`config.mk`:
```
export PLATFORM = sky130hd
export DESIGN_NAME = pipe_queue
export DESIGN_NICKNAME = d
export VERILOG_FILES = /design/src/rtl/pipe_queue_pkg.sv /design/src/rtl/pipe_queue_ram.sv /design/src/rtl/pipe_queue.sv
export SDC_FILE = /design/constraint.sdc
export NUM_CORES = 2
export LEC_CHECK = 0
export ABC_CLOCK_PERIOD_IN_PS = 10000
export BUFFER_PORTS_ARGS = -buffer_cell sky130_fd_sc_hd__buf_2
export CAP_MARGIN = 20
export CELL_PAD_IN_SITES_DETAIL_PLACEMENT = 0
export CELL_PAD_IN_SITES_GLOBAL_PLACEMENT = 2
export CORE_AREA = 2 2 503 305
export DETAILED_ROUTE_END_ITERATION = 8
export DIE_AREA = 0 0 505 307
export MAX_ROUTING_LAYER = met4
export PLACE_DENSITY = 0.9
export SETUP_SLACK_MARGIN = 0.4
export SKIP_CTS_REPAIR_TIMING = 1
export SYNTH_ARGS = -nofsm -noshare
export SYNTH_HDL_FRONTEND = slang
export SYNTH_SLANG_ARGS = --single-unit
```
`constraint.sdc`:
```
create_clock -name clk -period 10 [get_ports clk]
set_input_delay 0.5 -clock clk [delete_from_list [all_inputs] [get_ports clk]]
set_output_delay 0.5 -clock clk [all_outputs]
set_load 0.05 [all_outputs]
```
`src/rtl/pipe_queue_pkg.sv`:
```
// Shared constants for the pipeline queues: per-boundary payload widths and default depth.
// Macros let the core top size its four queues without importing anything.
`ifndef PIPE_QUEUE_DEFS
`define PIPE_QUEUE_DEFS
`define PQ_IF_ID_DATA_L 64
`define PQ_ID_EX_DATA_L 156
`define PQ_EX_MA_DATA_L 74
`define PQ_MA_WB_DATA_L 38
`define PQ_ADDR_L       5
`endif

package pipe_queue_pkg;

    localparam int DEF_DATA_L = `PQ_IF_ID_DATA_L;
    localparam int DEF_ADDR_L = `PQ_ADDR_L;

    // Accepted-operation class for one cycle; bit 1 = write, bit 0 = read.
    typedef enum logic [1:0] {
        OP_IDLE = 2'b00,
        OP_RD   = 2'b01,
        OP_WR   = 2'b10,
        OP_BOTH = 2'b11
    } op_e;

    function automatic op_e op_decode(input logic wr, input logic rd);
        return op_e'({wr, rd});
    endfunction

endpackage

```
`src/rtl/pipe_queue_ram.sv`:
```
// Simple dual-port storage: one write port, one synchronous read port (1-cycle latency).
// No backpressure; the caller guarantees read and write addresses differ when both fire.
module pipe_queue_ram #(
    parameter int DATA_L = 64,
    parameter int ADDR_L = 5
) (
    input  logic              clk,
    input  logic              rst,
    input  logic              we,
    input  logic [ADDR_L-1:0] waddr,
    input  logic [DATA_L-1:0] wdat,
    input  logic              re,
    input  logic [ADDR_L-1:0] raddr,
    output logic [DATA_L-1:0] rdat
);

    localparam int DEPTH = 2 ** ADDR_L;

    logic [DATA_L-1:0] mem [DEPTH];

    // Array contents are deliberately left unreset.
    always_ff @(posedge clk) begin
        if (we)
            mem[waddr] <= wdat;
    end

    always_ff @(posedge clk) begin
        if (rst)
            rdat <= '0;
        else if (re)
            rdat <= mem[raddr];
    end

endmodule

```
`src/rtl/pipe_queue.sv`:
```
// Inter-stage queue with flush, occupancy, almost-full and sticky error flags; 1-cycle write-to-readable.
// Requests are rejected (never stalled) when full/empty; rejections set ovf/udf.
module pipe_queue
    import pipe_queue_pkg::*;
#(
    parameter int DATA_L = DEF_DATA_L,
    parameter int ADDR_L = DEF_ADDR_L,
    parameter int AF_TH  = 2 ** ADDR_L - 2
) (
    input  logic              clk,
    input  logic              rst,
    input  logic              flush,
    input  logic              we,
    input  logic [DATA_L-1:0] din,
    output logic              wack,
    input  logic              re,
    output logic [DATA_L-1:0] dout,
    output logic              rack,
    output logic              av,
    output logic              fu,
    output logic              afull,
    output logic [ADDR_L:0]   cnt,
    output logic              ovf,
    output logic              udf
);

    localparam logic [ADDR_L:0] DEPTH_C = (ADDR_L+1)'(2 ** ADDR_L);
    localparam logic [ADDR_L:0] AF_C    = (ADDR_L+1)'(AF_TH);

    logic [ADDR_L-1:0] wp;
    logic [ADDR_L-1:0] rp;
    logic              wr_ok;
    logic              rd_ok;

    assign av    = (cnt != '0);
    assign fu    = (cnt == DEPTH_C);
    assign afull = (cnt >= AF_C);

    // Acceptance uses registered status only, so an empty queue never bypasses.
    assign wr_ok = we & ~fu & ~flush;
    assign rd_ok = re & av & ~flush;

    always_ff @(posedge clk) begin
        if (rst) begin
            wp   <= '0;
            rp   <= '0;
            cnt  <= '0;
            wack <= 1'b0;
            rack <= 1'b0;
            ovf  <= 1'b0;
            udf  <= 1'b0;
        end else begin
            wack <= wr_ok;
            rack <= rd_ok;
            ovf  <= ovf | (we & fu & ~flush);
            udf  <= udf | (re & ~av & ~flush);
            if (flush) begin
                wp  <= '0;
                rp  <= '0;
                cnt <= '0;
            end else begin
                if (wr_ok)
                    wp <= wp + 1'b1;
                if (rd_ok)
                    rp <= rp + 1'b1;
                case (op_decode(wr_ok, rd_ok))
                    OP_WR:   cnt <= cnt + 1'b1;
                    OP_RD:   cnt <= cnt - 1'b1;
                    default: ;
                endcase
            end
        end
    end

    pipe_queue_ram #(
        .DATA_L (DATA_L),
        .ADDR_L (ADDR_L)
    ) u_ram (
        .clk   (clk),
        .rst   (rst),
        .we    (wr_ok),
        .waddr (wp),
        .wdat  (din),
        .re    (rd_ok),
        .raddr (rp),
        .rdat  (dout)
    );

endmodule
```
Yosys cells after proc, flatten, opt, wreduce, memory -nomap -nowiden
Memories as Yosys holds them, arrays and structs flattened. A register that Yosys moved wholly into a read port is not among the register bits.
Index checks and enable logic that the tools add are counted.
{ "classes": {"n_addsub": 4, "mul": 0, "n_div": 0, "n_lt_le_gt_ge": 1, "eq_ne": 3, "n_shift": 0, "n_mux": 3, "bitwise_logic": 13, "reduce_logical": 3} }
{ "op_table": {"columns": ["operator", "count"], "rows": [
  ["$pmux 6 s2", 1],
  ["$add 5x1->5 const B", 2],
  ["$and 1x1->1", 8],
  ["$add 6x1->6 const B", 1],
  ["$eq 6x6->1 const B", 1],
  ["$ge 6x5->1 const B", 1],
  ["$reduce_bool 6->1", 1],
  ["$sub 6x1->6 const B", 1],
  ["$not 1->1", 3],
  ["$eq 2x1->1 const B", 1],
  ["$eq 2x2->1 const B", 1],
  ["$mux 1", 2],
  ["$or 1x1->1", 2],
  ["$reduce_bool 2->1", 1],
  ["$reduce_or 2->1", 1]
]} }
{ "word_totals": {"ff_bits": 20, "latchBits": 0, "ramBits": 2048, "rom_bits": 0, "in_bits": 69, "out_inout_bits": 77, "word_cells": 35, "memories": 1} }
{ "mem_list": {"columns": ["name", "depth", "width", "rd", "rd_clocked_by_memory_dff", "write_ports", "line_no", "rtl"], "rows": [
  ["u_ram.mem", 32, 64, 1, 1, 1, "pipe_queue_ram.sv:19", "logic [DATA_L-1:0] mem [DEPTH];"]
]} }

Longest topological paths before layout
{ "depth": {"word_depth": 6, "mapped_depth": 11} }

By module
Synthesis repeated with hierarchy kept, for this count alone.
{ "unflattened": {"cells_unflattened": 4048, "hier_area_um2": 82188.8} }
{ "by_module_without_submodules": {"columns": ["mod", "n_inst", "cells_each", "area_each_um2", "seq_area_each_um2"], "rows": [
  ["pipe_queue_ram", 1, 3922, 81040.2, 62780.2],
  ["pipe_queue", 1, 126, 1148.6, 400.4]
]} }

Worst setup path before layout
Ideal clock, no wire load.
{ "synth_timing": {"path_kind": "register -> register", "from": "register cnt[1]", "to": "memory u_ram.mem[15][0], enable pin", "setup_time_ns": 0.487, "arrival_time_ns": 4.166, "required_ns": 9.513, "setup_slack_ns": 5.348, "path_stages_with_launch": 6, "path_buffers": 1, "synth_period_minus_slack_ns": 4.652, "path_cell_list": "dfxtp_1 or4_4 o31a_1 buf_2 nand2_1 nor2_1"} }
{ "synth_via": {"elab_chain_len": 6} }
{ "synth_rtl": {"columns": ["element", "line_no", "rtl"], "rows": [
  ["start, declared", "pipe_queue.sv:22", "output logic [ADDR_L:0] cnt,"],
  ["start signal, assigned", "pipe_queue.sv:67", "OP_WR: cnt <= cnt + 1'b1;"],
  ["start signal, assigned", "pipe_queue.sv:68", "OP_RD: cnt <= cnt - 1'b1;"],
  ["$eq 6x6->1", "pipe_queue.sv:36", "assign fu = (cnt == DEPTH_C);"],
  ["$not 1->1", "pipe_queue.sv:40", "assign wr_ok = we & ~fu & ~flush;"],
  ["$and 1x1->1 (2 in a row)", "pipe_queue.sv:40", null],
  ["$mux 1", "pipe_queue_ram.sv:23", "if (we)"],
  ["$mux 1 (not written as such)", "pipe_queue_ram.sv:24", "mem[waddr] <= wdat;"],
  ["end, declared", "pipe_queue_ram.sv:19", null]
]} }
Every way passes these cells.

==> results.md <==
- DR vias/cell: 6.459
- Total negative slack: 0 ps
- Routed length per instance: 31.34 um
- Clock sink count: 2132
- Min-Delay Path Class: input pin to flip-flop
- Tot Pwr: 17.07 mW
- Cells after DPL: 5773
- Final WS setup: 5676 ps
- Sw frac: 19.68%
- Row cnt: 111
- Clk network pwr share: 41.0%
- Hold depth: 4
- Clock slew at reported path FFs: 70 ps
- Final period utilization: 43.24%
- Power per standard cell area: 190.1 nW/um^2
- Syn-to-layout area delta: 11.11%
- # fillers: 10460
- PortBufs: 145
- Post-DP HPWL: 99.69 mm
- Mapped cell area: 80820 um^2
- Distinct cells, synth: 50
- Die X: 505 um
- Combinational Power Share: 1.6%
- Multi-input logic area: 16780 um^2
- Die area: 155000 um^2
- Number of synthesized flops with an enable pin: 2048
- Io pins: 146
- CTS buffer count: 179
- Via Count: 39460
- All-Layer GR Usage: 25.49%
- CTS tree: done
- Total gr overflow: 0
- Design area: 89790 um^2
- Async SR Flop Fraction: 0%
- Status: completed
- Layout cells sized above 1: 22.47%
- Pre-CTS setup slack: 5653 ps
- Commonest non-fill, non-tap cell in the layout: edfxtp_1
- Initial DRC count: 5647
- Clock Tree Root: clkbuf_16
- Cells after Synth: 3734
- CP max stage delay: 900 ps
- Pins over their slew limit: 0
- Initial antenna violation count: 8
- # DRC: 0
- Max Root-Sink Buffers: 3
- Net count reported at finish: 4003
- Worst r2r path cells: 7
- Crit-path cells: buf_12 -> buf_4 -> mux4_2 -> a22o_1 -> a2111oi_2 -> a21oi_1 -> a22o_1
- Most used cell, CP: a22o_1
- Worst VDD drop: 0.0002253 V
- Register area: 63200 um^2
- Critical Path RT: 10670 ps
- RSZ-0062 raised after global routing: no
- Most used DFF post-synth: edfxtp_1
- Routed Antenna Nets: 0
- First drt pass iteration count: 5
- R2R Setup Slk: 5680 ps
- Post-DP Area: 83910 um^2
- Seq cells post-synth: 2132
- Yosys warnings: 0
- CP max-delay cell: dfxtp_4
- CP Class: flip-flop to flip-flop
- Reg power frac: 57.4%
- Minimum clock period: 4324 ps
- Drt total wl: 191.4 mm
- Most frequent cells in the layout: edfxtp_1 (2048), mux2i_1 (381), mux4_2 (365)
- Leak pwr: 27.04 nW
- Final Hold Viols: 0
- First-pass GRT wire length: 277.1 mm
- Setup Viol. Count Final: 0
- Chip height: 307 um
- Core footprint: 151100 um^2
- Sw Pwr: 3.358 mW
- Internal: 13.71 mW
- CP Max Fanout: 119
- Final Skew: 29.83 ps
- Fmax: 231.3 MHz
- Slew HR: 20.18%
- Post-synthesis sequential area ratio: 78.18%
- Crit. End Element: flip-flop
- Max_cap viols: 0
- Worst Setup Start Kind: flip-flop
- H-tree lvl count: 4
- Avg Cell Area, Syn: 21.64 um^2
- Final core occ: 59.42%
- Clk_lat worst skew: 810 ps
- Routability Congestion: 0.7622
- Starting density of the core: 53.48%
- CP Data Arrival Time: 4990 ps
- Synthesized Nets: 3814
- Fin Hold WS: 92.24 ps
- Vias in the first global route: 39350
- Worst slew pin tran: 1197 ps
- Post-Layout Cell Count: 6109
- Largest net degree at the start of global routing: 125
[sequential cells by signal (all words and copies together) (netlist names)]
register / count
cnt: 6
wp: 5
u_ram.mem: 2048
udf: 1
rack: 1
rp: 5
ovf: 1
wack: 1
u_ram.rdat: 64
[kinds of logic (layout without fill, tap and decap cells)]
| kind of cell | count (synthesis) | in the layout | share of synthesized area (%) |
|---|---|---|---|
| muxes | 746 | 746 | 14.89 |
| and+or+nand+nor | 126 | 126 | 0.7618 |
| buffers and inverters | 224 | 562 | 1.434 |
| AOI/OAI and AO/OA | 483 | 483 | 4.426 |
| DFF | 2132 | 2132 | 78.18 |
| adders and majority gates | 11 | 11 | 0.1796 |
| other | 0 | 3 | 0 |
| xor gates and xnor gates | 12 | 12 | 0.1300 |
[worst max-delay path: cells and delay by family, from the launching register on]
| family | cells | cell delay (ps) |
|---|---|---|
| buf+inv | 2 | 1490 |
| mux | 1 | 590 |
| flops | 1 | 900 |
| compound gates | 4 | 860 |
[path summary, 6_finish.rpt]
check	startpoint	to
worst max-delay path	rp[0]	u_ram.rdat[12]
worst min-delay path	flush	ovf
worst max register to register	rp[0]	u_ram.rdat[12]
worst min register to register	udf	udf
[routing by layer]
metal  GRT usage [%]  vias to the layer above  wire length (um)
li1                -                    16140                 -
met1           37.25                    20810             78940
met2           37.22                     2239             87840
met3           5.016                      279             20110
met4           6.726                        0              4548
met5               -                        -                 0
[layout make-up]
class	instances	area share, %
diodes	3	0.008361
repair buffers	226	1.580
multi-input cells	1378	18.69
clock buffers	241	5.490
flip-flops and latches	2132	70.38
inverters	6	0.02508
well taps	2034	2.834
clock inverters	89	0.9880
[synthesized netlist by cell type (2+ instances only)]
library cell / count / area [um^2]
o31a_1: 2 / 17.52
nand4_1: 4 / 25.02
nor3b_1: 2 / 15.01
nand3b_1: 4 / 30.03
nand2_1: 10 / 37.54
nor4b_1: 2 / 17.52
buf_6: 16 / 180.2
mux2i_1: 381 / 3814
inv_1: 5 / 18.77
clkbuf_1: 86 / 322.8
edfxtp_1: 2048 / 61500
nor3_1: 22 / 110.1
nor2b_1: 7 / 43.79
xor2_1: 7 / 61.31
a21oi_1: 102 / 510.5
o21ai_1: 2 / 10.01
buf_1: 4 / 15.01
dfxtp_1: 84 / 1682
xnor2_1: 5 / 43.79
buf_2: 89 / 445.4
a2111oi_2: 23 / 345.3
a22o_1: 87 / 762.0
o21ai_0: 20 / 100.1
nand2b_1: 3 / 18.77
a211oi_1: 31 / 232.7
a21o_1: 2 / 15.01
nor2_1: 58 / 217.7
ha_1: 10 / 125.1
o221ai_1: 33 / 289.0
nand3_1: 4 / 20.02
buf_4: 23 / 172.7
a22oi_1: 123 / 923.4
o22ai_1: 54 / 337.8
mux4_2: 365 / 8220
[power groups by stage]
stage | clock network, mW | registers [mW] | logic [mW]
CTS | 7.08 | 9.80 | 0.265
finish | 7.00 | 9.80 | 0.265
global placement | 0 | 9.99 | 0.255
floorplan | 0 | 10.0 | 0.0795
global route | 7.43 | 9.80 | 0.286
detailed placement | 0 | 10.0 | 0.265
No activity file was read; power rests on OpenSTA's default activity.
